`config.mk`:
```
export PLATFORM = sky130hd
export DESIGN_NAME = rst_sequencer
export DESIGN_NICKNAME = d
export VERILOG_FILES = /design/src/rtl/rst_sequencer_pkg.sv /design/src/rtl/rst_sequencer_lock_filt.sv /design/src/rtl/rst_sequencer.sv
export SDC_FILE = /design/constraint.sdc
export NUM_CORES = 1
export LEC_CHECK = 0
export CAP_MARGIN = 10
export CORE_ASPECT_RATIO = 0.75
export CORE_MARGIN = 2
export CORE_UTILIZATION = 58
export DETAILED_ROUTE_END_ITERATION = 6
export PLACE_DENSITY = 0.86
export SETUP_SLACK_MARGIN = 0.05
export SLEW_MARGIN = 20
export SYNTH_ARGS = -nofsm -noshare
export SYNTH_HDL_FRONTEND = slang
export SYNTH_SLANG_ARGS = --single-unit
```
`constraint.sdc`:
```
create_clock -name wb_clk_i -period 2.8 [get_ports wb_clk_i]
set_input_delay 0.56 -clock wb_clk_i [delete_from_list [all_inputs] [get_ports wb_clk_i]]
set_output_delay 0.56 -clock wb_clk_i [all_outputs]
set_load 0.02 [all_outputs]
```
`src/rtl/rst_sequencer_pkg.sv`:
```
// Shared types and constants for the reset sequencer.
// Optional feature macro: RST_SEQUENCER_LOSS_CNT_EN (lock-loss counter).
package rst_sequencer_pkg;

    typedef enum logic [2:0] {
        ST_HOLD,
        ST_WAIT,
        ST_REL,
        ST_RUN,
        ST_SW
    } state_t;

    localparam int LOSS_CNT_W = 8;

    localparam int N_RST_MIN  = 1;
    localparam int N_RST_MAX  = 16;
    localparam int N_LOCK_MIN = 1;
    localparam int N_LOCK_MAX = 8;

    // True when every parameter is in range and the delay counter is wide enough.
    function automatic bit params_ok(input int n_rst, input int n_lock, input int stage_dly,
                                     input int filt_len, input int sw_hold, input int dly_w);
        longint lim;
        lim = longint'(1) << dly_w;
        params_ok = (n_rst >= N_RST_MIN) && (n_rst <= N_RST_MAX) &&
                    (n_lock >= N_LOCK_MIN) && (n_lock <= N_LOCK_MAX) &&
                    (stage_dly >= 1) && (filt_len >= 1) && (sw_hold >= 1) &&
                    (dly_w >= 1) && (dly_w <= 31) &&
                    (longint'(stage_dly) < lim) && (longint'(filt_len) < lim) &&
                    (longint'(sw_hold) < lim);
    endfunction

endpackage

```
`src/rtl/rst_sequencer_lock_filt.sv`:
```
// Lock-flag conditioning: two-flop synchroniser per lock bit followed by a
// debounce counter. lock_ok_o rises after FILT_LEN consecutive cycles with all
// synced bits high and drops in the same cycle any synced bit goes low.
module rst_sequencer_lock_filt
    import rst_sequencer_pkg::*;
#(
    parameter int N_LOCK   = 2,
    parameter int FILT_LEN = 4,
    parameter int DLY_W    = 16
) (
    input  logic              wb_clk_i,
    input  logic              rst_n_i,
    input  logic [N_LOCK-1:0] lock_i,
    output logic              lock_ok_o
);

    localparam logic [DLY_W-1:0] FILT_MAX = DLY_W'(FILT_LEN);

    logic [N_LOCK-1:0] r_sync1;
    logic [N_LOCK-1:0] r_sync2;
    logic [DLY_W-1:0]  r_cnt;
    logic              w_all_hi;

    // Bring the asynchronous lock flags into the wishbone clock domain.
    always_ff @(posedge wb_clk_i or negedge rst_n_i) begin
        if (!rst_n_i) begin
            r_sync1 <= '0;
            r_sync2 <= '0;
        end else begin
            r_sync1 <= lock_i;
            r_sync2 <= r_sync1;
        end
    end

    assign w_all_hi = &r_sync2;

    // Count consecutive all-locked cycles, saturating at FILT_LEN; any drop restarts.
    always_ff @(posedge wb_clk_i or negedge rst_n_i) begin
        if (!rst_n_i) begin
            r_cnt <= '0;
        end else if (!w_all_hi) begin
            r_cnt <= '0;
        end else if (r_cnt < FILT_MAX) begin
            r_cnt <= r_cnt + 1'b1;
        end
    end

    assign lock_ok_o = w_all_hi && (r_cnt == FILT_MAX);

endmodule

```
`src/rtl/rst_sequencer.sv`:
```
// Reset sequencer for the clock tree: holds all domain resets until the lock
// flags are stable, releases them one by one in ascending order with
// STAGE_DLY spacing, and re-asserts everything on lock loss or software request.
// Optional feature macro: RST_SEQUENCER_LOSS_CNT_EN enables the saturating
// lock-loss counter on loss_cnt_o; otherwise loss_cnt_o is tied to zero.
module rst_sequencer
    import rst_sequencer_pkg::*;
#(
    parameter int N_RST     = 4,
    parameter int N_LOCK    = 2,
    parameter int STAGE_DLY = 16,
    parameter int FILT_LEN  = 4,
    parameter int SW_HOLD   = 8,
    parameter int DLY_W     = 16
) (
    input  logic                  wb_clk_i,
    input  logic                  rst_n_i,
    input  logic [N_LOCK-1:0]     lock_i,
    input  logic                  sw_rst_i,
    output logic [N_RST-1:0]      rst_o,
    output logic                  all_rdy_o,
    output logic                  lock_lost_o,
    output logic [LOSS_CNT_W-1:0] loss_cnt_o
);

    localparam int               K_W          = $clog2(N_RST + 1);
    localparam logic [K_W-1:0]   K_DONE       = K_W'(N_RST);
    localparam logic [DLY_W-1:0] STAGE_RELOAD = DLY_W'(STAGE_DLY - 1);
    localparam logic [DLY_W-1:0] SW_RELOAD    = DLY_W'(SW_HOLD - 1);

    if (!params_ok(N_RST, N_LOCK, STAGE_DLY, FILT_LEN, SW_HOLD, DLY_W)) begin : g_param_chk
        $error("rst_sequencer: parameter out of range");
    end

    state_t           r_state, w_state_nxt;
    logic [DLY_W-1:0] r_cnt, w_cnt_nxt;
    logic [K_W-1:0]   r_k, w_k_nxt;
    logic [N_RST-1:0] r_rst, w_rst_nxt;
    logic             r_lock_lost, w_lock_lost_nxt;
    logic             r_run_seen, w_run_seen_nxt;
    logic             w_lock_ok;
    logic             w_lock_drop;
    logic             w_sw_take;

    rst_sequencer_lock_filt #(
        .N_LOCK   (N_LOCK),
        .FILT_LEN (FILT_LEN),
        .DLY_W    (DLY_W)
    ) u_lock_filt (
        .wb_clk_i  (wb_clk_i),
        .rst_n_i   (rst_n_i),
        .lock_i    (lock_i),
        .lock_ok_o (w_lock_ok)
    );

    // Lock loss only matters once sequencing has started; it takes priority over software.
    assign w_lock_drop = !w_lock_ok && (r_state inside {ST_REL, ST_RUN, ST_SW});
    assign w_sw_take   = sw_rst_i && !w_lock_drop && (r_state inside {ST_WAIT, ST_REL, ST_RUN});

    // State, counters and registered outputs; reset forces all domain resets on.
    always_ff @(posedge wb_clk_i or negedge rst_n_i) begin
        if (!rst_n_i) begin
            r_state     <= ST_HOLD;
            r_cnt       <= '0;
            r_k         <= '0;
            r_rst       <= '1;
            r_lock_lost <= 1'b0;
            r_run_seen  <= 1'b0;
        end else begin
            r_state     <= w_state_nxt;
            r_cnt       <= w_cnt_nxt;
            r_k         <= w_k_nxt;
            r_rst       <= w_rst_nxt;
            r_lock_lost <= w_lock_lost_nxt;
            r_run_seen  <= w_run_seen_nxt;
        end
    end

    // Next-state logic: lock loss, then software request, then the normal sequence.
    always_comb begin
        w_state_nxt     = r_state;
        w_cnt_nxt       = r_cnt;
        w_k_nxt         = r_k;
        w_rst_nxt       = r_rst;
        w_lock_lost_nxt = r_lock_lost;
        w_run_seen_nxt  = r_run_seen;
        if (w_lock_drop) begin
            w_state_nxt = ST_HOLD;
            w_rst_nxt   = '1;
            if (r_run_seen) begin
                w_lock_lost_nxt = 1'b1;
            end
        end else if (w_sw_take) begin
            w_state_nxt     = ST_SW;
            w_rst_nxt       = '1;
            w_cnt_nxt       = SW_RELOAD;
            w_lock_lost_nxt = 1'b0;
            w_run_seen_nxt  = 1'b0;
        end else begin
            case (r_state)
                ST_HOLD: begin
                    w_rst_nxt   = '1;
                    w_state_nxt = ST_WAIT;
                end
                ST_WAIT: begin
                    w_rst_nxt = '1;
                    if (w_lock_ok) begin
                        w_state_nxt = ST_REL;
                        w_k_nxt     = '0;
                        w_cnt_nxt   = STAGE_RELOAD;
                    end
                end
                ST_REL: begin
                    if (r_k == K_DONE) begin
                        w_state_nxt    = ST_RUN;
                        w_run_seen_nxt = 1'b1;
                    end else if (r_cnt == '0) begin
                        for (int i = 0; i < N_RST; i++) begin
                            if (K_W'(i) == r_k) begin
                                w_rst_nxt[i] = 1'b0;
                            end
                        end
                        w_k_nxt   = r_k + 1'b1;
                        w_cnt_nxt = STAGE_RELOAD;
                    end else begin
                        w_cnt_nxt = r_cnt - 1'b1;
                    end
                end
                ST_RUN: begin
                    w_rst_nxt = '0;
                end
                ST_SW: begin
                    w_rst_nxt = '1;
                    if (r_cnt == '0) begin
                        w_state_nxt = ST_HOLD;
                    end else begin
                        w_cnt_nxt = r_cnt - 1'b1;
                    end
                end
                default: begin
                    w_state_nxt = ST_HOLD;
                    w_rst_nxt   = '1;
                end
            endcase
        end
    end

    assign rst_o       = r_rst;
    assign all_rdy_o   = (r_state == ST_RUN);
    assign lock_lost_o = r_lock_lost;

`ifdef RST_SEQUENCER_LOSS_CNT_EN
    logic [LOSS_CNT_W-1:0] r_loss_cnt;

    // Count lock-loss entries into HOLD, saturating; an accepted software reset clears it.
    always_ff @(posedge wb_clk_i or negedge rst_n_i) begin
        if (!rst_n_i) begin
            r_loss_cnt <= '0;
        end else if (w_sw_take) begin
            r_loss_cnt <= '0;
        end else if (w_lock_drop && (r_loss_cnt != '1)) begin
            r_loss_cnt <= r_loss_cnt + 1'b1;
        end
    end

    assign loss_cnt_o = r_loss_cnt;
`else
    assign loss_cnt_o = '0;
`endif

endmodule

```
==> out/results.ini <==
[finish]
final_util_pct = 66.60
mostFrequentLayoutCells = dfrtp_1 (44), nand2_1 (26), nor2_1 (20)
multiInputGateArea_um2 = 1124
seqCellArea_um2 = 1206
area_growth_pct = 10.55
diodes = 0
final_common_cell = dfrtp_1
drive_gt1_share_pct = 12.50
finish.net_count = 276
nFillCells = 314

[setup_path]
crit_type = reg -> reg
cp_top_family = compound AO/OA/AOI/OAI gates
cp-end-kind = flip-flop
cp_num_buf_inv = 1
path_cells = inv_1 > ha_1 > nor3b_2 > nand2_1 > o41ai_2 > a311o_1 > o21ai_0 > a21o_1
slowest_delay_ns = 0.47
start_kind = flip-flop
slowest_stage = a311o_1
crit_arrival_ns = 2.77
critPathRequiredTime_ns = 3.00
path_max_fanout = 11

[detailed_routing]
drtIter0Drc = 233
drt-vias-per-instance = 6.028
first_pass_iters = 5
wire_per_inst_um = 16.20
ant_nets = 0
remaining_drc_errors = 0
vias = 1923
finalWirelength_mm = 5.168

[clocking]
cts_root_buf = clkbuf_8
htreeDepth = 2
tritoncts = yes
clk_latency_ns = 0.30
clockBufferDepth = 2
cts_sinks = 48
clk_pin_slew_ns = 0.09
cts_buffers = 5
post_cts_buffers = 0

[power]
powerDensity_nw_per_um2 = 528.1
peakVddDrop_v = 0.0003129
leakage_uw = 0.001226

[global_route]
grt_pass1_vias = 1797
grt_pass1_wl_mm = 8.700
grt_max_degree = 35
gr-total-overflow = 0
antenna_found_initial = 0
globalRouteTotalUtil_pct = 24.00

[sta]
final.min_clock_period_ns = 2.570
finalSetupTns_ns = 0
period_share_pct = 91.78
rsz0062_at_grt = no
slew_headroom_pct = 65.76
finalSetupViolCount = 0
fin_ws_ns = 0.2302
hold_violations = 0
final_max_slew_viol_count = 0
fmax_mhz = 389.1
tightest_slew_ns = 0.5118
finClkSkew_ns = 0.005039

[logic_synthesis]
synthFlopType = dfrtp_1
syn-cell-area_um2 = 2442
ys_seq_area_share_pct = 49.39
synthesis.instances = 247
avgSynthCellArea_um2 = 9.888
ys_warn_count = 0
async_flop_share_pct = 100.0
synth-edff-count = 0
synth_seq_cells = 48
yosysUniqueCellTypes = 49

[outcome]
status = finished, final reports clean

[floorplanning]
core-area_um2 = 4054
die_w_um = 78.93
die_h_um = 60.20
io-pin-count = 19
initial_core_util_pct = 60.25
rows = 20
fp.dieArea_um2 = 4752

[placed_design]
portBuffers = 10
gp_congestion = 0.9003
post-dp-hpwl_mm = 3.677
pre_cts_ws_ns = 0.3121

[hold_path]
hold_path_class = in -> async

[run]
drv_cap = 0

worst paths after layout:
| path | startpoint | slack, ns | depth (start not counted) | endpoint |
|---|---|---|---|---|
| worst max register to register | r_cnt[0] | 0.23 | 8 | r_cnt[4] |
| worst max-delay path | r_cnt[0] | 0.23 | 8 | r_cnt[4] |
| min in group wb_clk_i | u_lock_filt.r_sync1[0] | 0.35 | 0 | u_lock_filt.r_sync2[0] |
| worst min-delay path | rst_n_i | 0.15 | 1 | r_k[0] |
| max in group asynchronous | rst_n_i | 1.90 | 2 | rst_o[3] |
| worst min register to register | u_lock_filt.r_sync1[0] | 0.35 | 0 | u_lock_filt.r_sync2[0] |
repair_timing:
action,in CTS,in global routing
hold buffers,0,0
endpoints found under the setup margin,0,1
gates resized for setup,0,1
logic make-up after synthesis:
group,Yosys count,share of synthesized area [%]
other,1,0.1535
buffers and inverters,29,6.147
AOI/OAI and AO/OA,55,16.50
adders and majority gates,8,4.099
xor gates and xnor gates,2,0.7173
and+or+nand+nor,102,22.18
muxes,2,0.8197
DFF,48,49.39
cells in the mapped netlist, types with 4 or more instances:
cell / count / area share [%]
buf_4: 10 / 3.1
dfstp_2: 4 / 4.3
a21oi_1: 7 / 1.4
nor2_1: 20 / 3.1
o21ai_0: 7 / 1.4
dfrtp_1: 44 / 45
nand2_1: 26 / 4.0
and3_1: 15 / 3.8
inv_1: 13 / 2.0
nor4_1: 4 / 1.0
nor3_1: 4 / 0.82
nand3_1: 11 / 2.3
o21ai_1: 10 / 2.0
nand4_1: 4 / 1.0
o2bb2ai_1: 4 / 1.4
or3_1: 5 / 1.3
ha_1: 8 / 4.1
per-stage QoR:
stage	instances	area, um^2	hold WS [ns]	power, uW
final	319	2700	0.1494	1426
after global routing	319	2700	0.1729	1486
after CTS	319	2689	0.1573	1421
after detailed placement	311	2591	0.3347	991.7
after global placement	311	2591	0.3351	976.4
after floorplan	254	2469	0.2644	927.8
power by group:
part / internal [uW] / leakage, uW / switching (uW) / total, uW
combinational: 82.8 / 0.000556 / 141 / 224
clock: 200 / 0.0000434 / 236 / 436
sequential: 717 / 0.000627 / 48.6 / 766
flip-flops by register name, indices dropped and copies added, names as in the netlist:
register and flops:
rst_o 4, lock_lost_o 1, r_cnt 16, u_lock_filt.r_sync2 2, r_k 3, u_lock_filt.r_cnt 16
r_run_seen 1, u_lock_filt.r_sync1 2, r_state 3
metal layers:
layer,up-vias,share of wire (%),track usage (%),wire length [um]
li1,904,-,-,-
met1,926,48,34.51,2487
met2,78,44,36.75,2271
met3,15,6.0,5.136,309
met4,0,1.9,7.882,99
met5,-,0,0,0
cell type report:
type	instances	area share (%)
Clock buffer	6	3.058
Tap cell	55	2.549
Timing Repair Buffer	18	5.746
Inverter	13	1.807
Sequential cell	48	44.67
Clock inverter	2	0.5561
Multi-Input combinational cell	177	41.61
No activity file was read; power rests on OpenSTA's default activity.
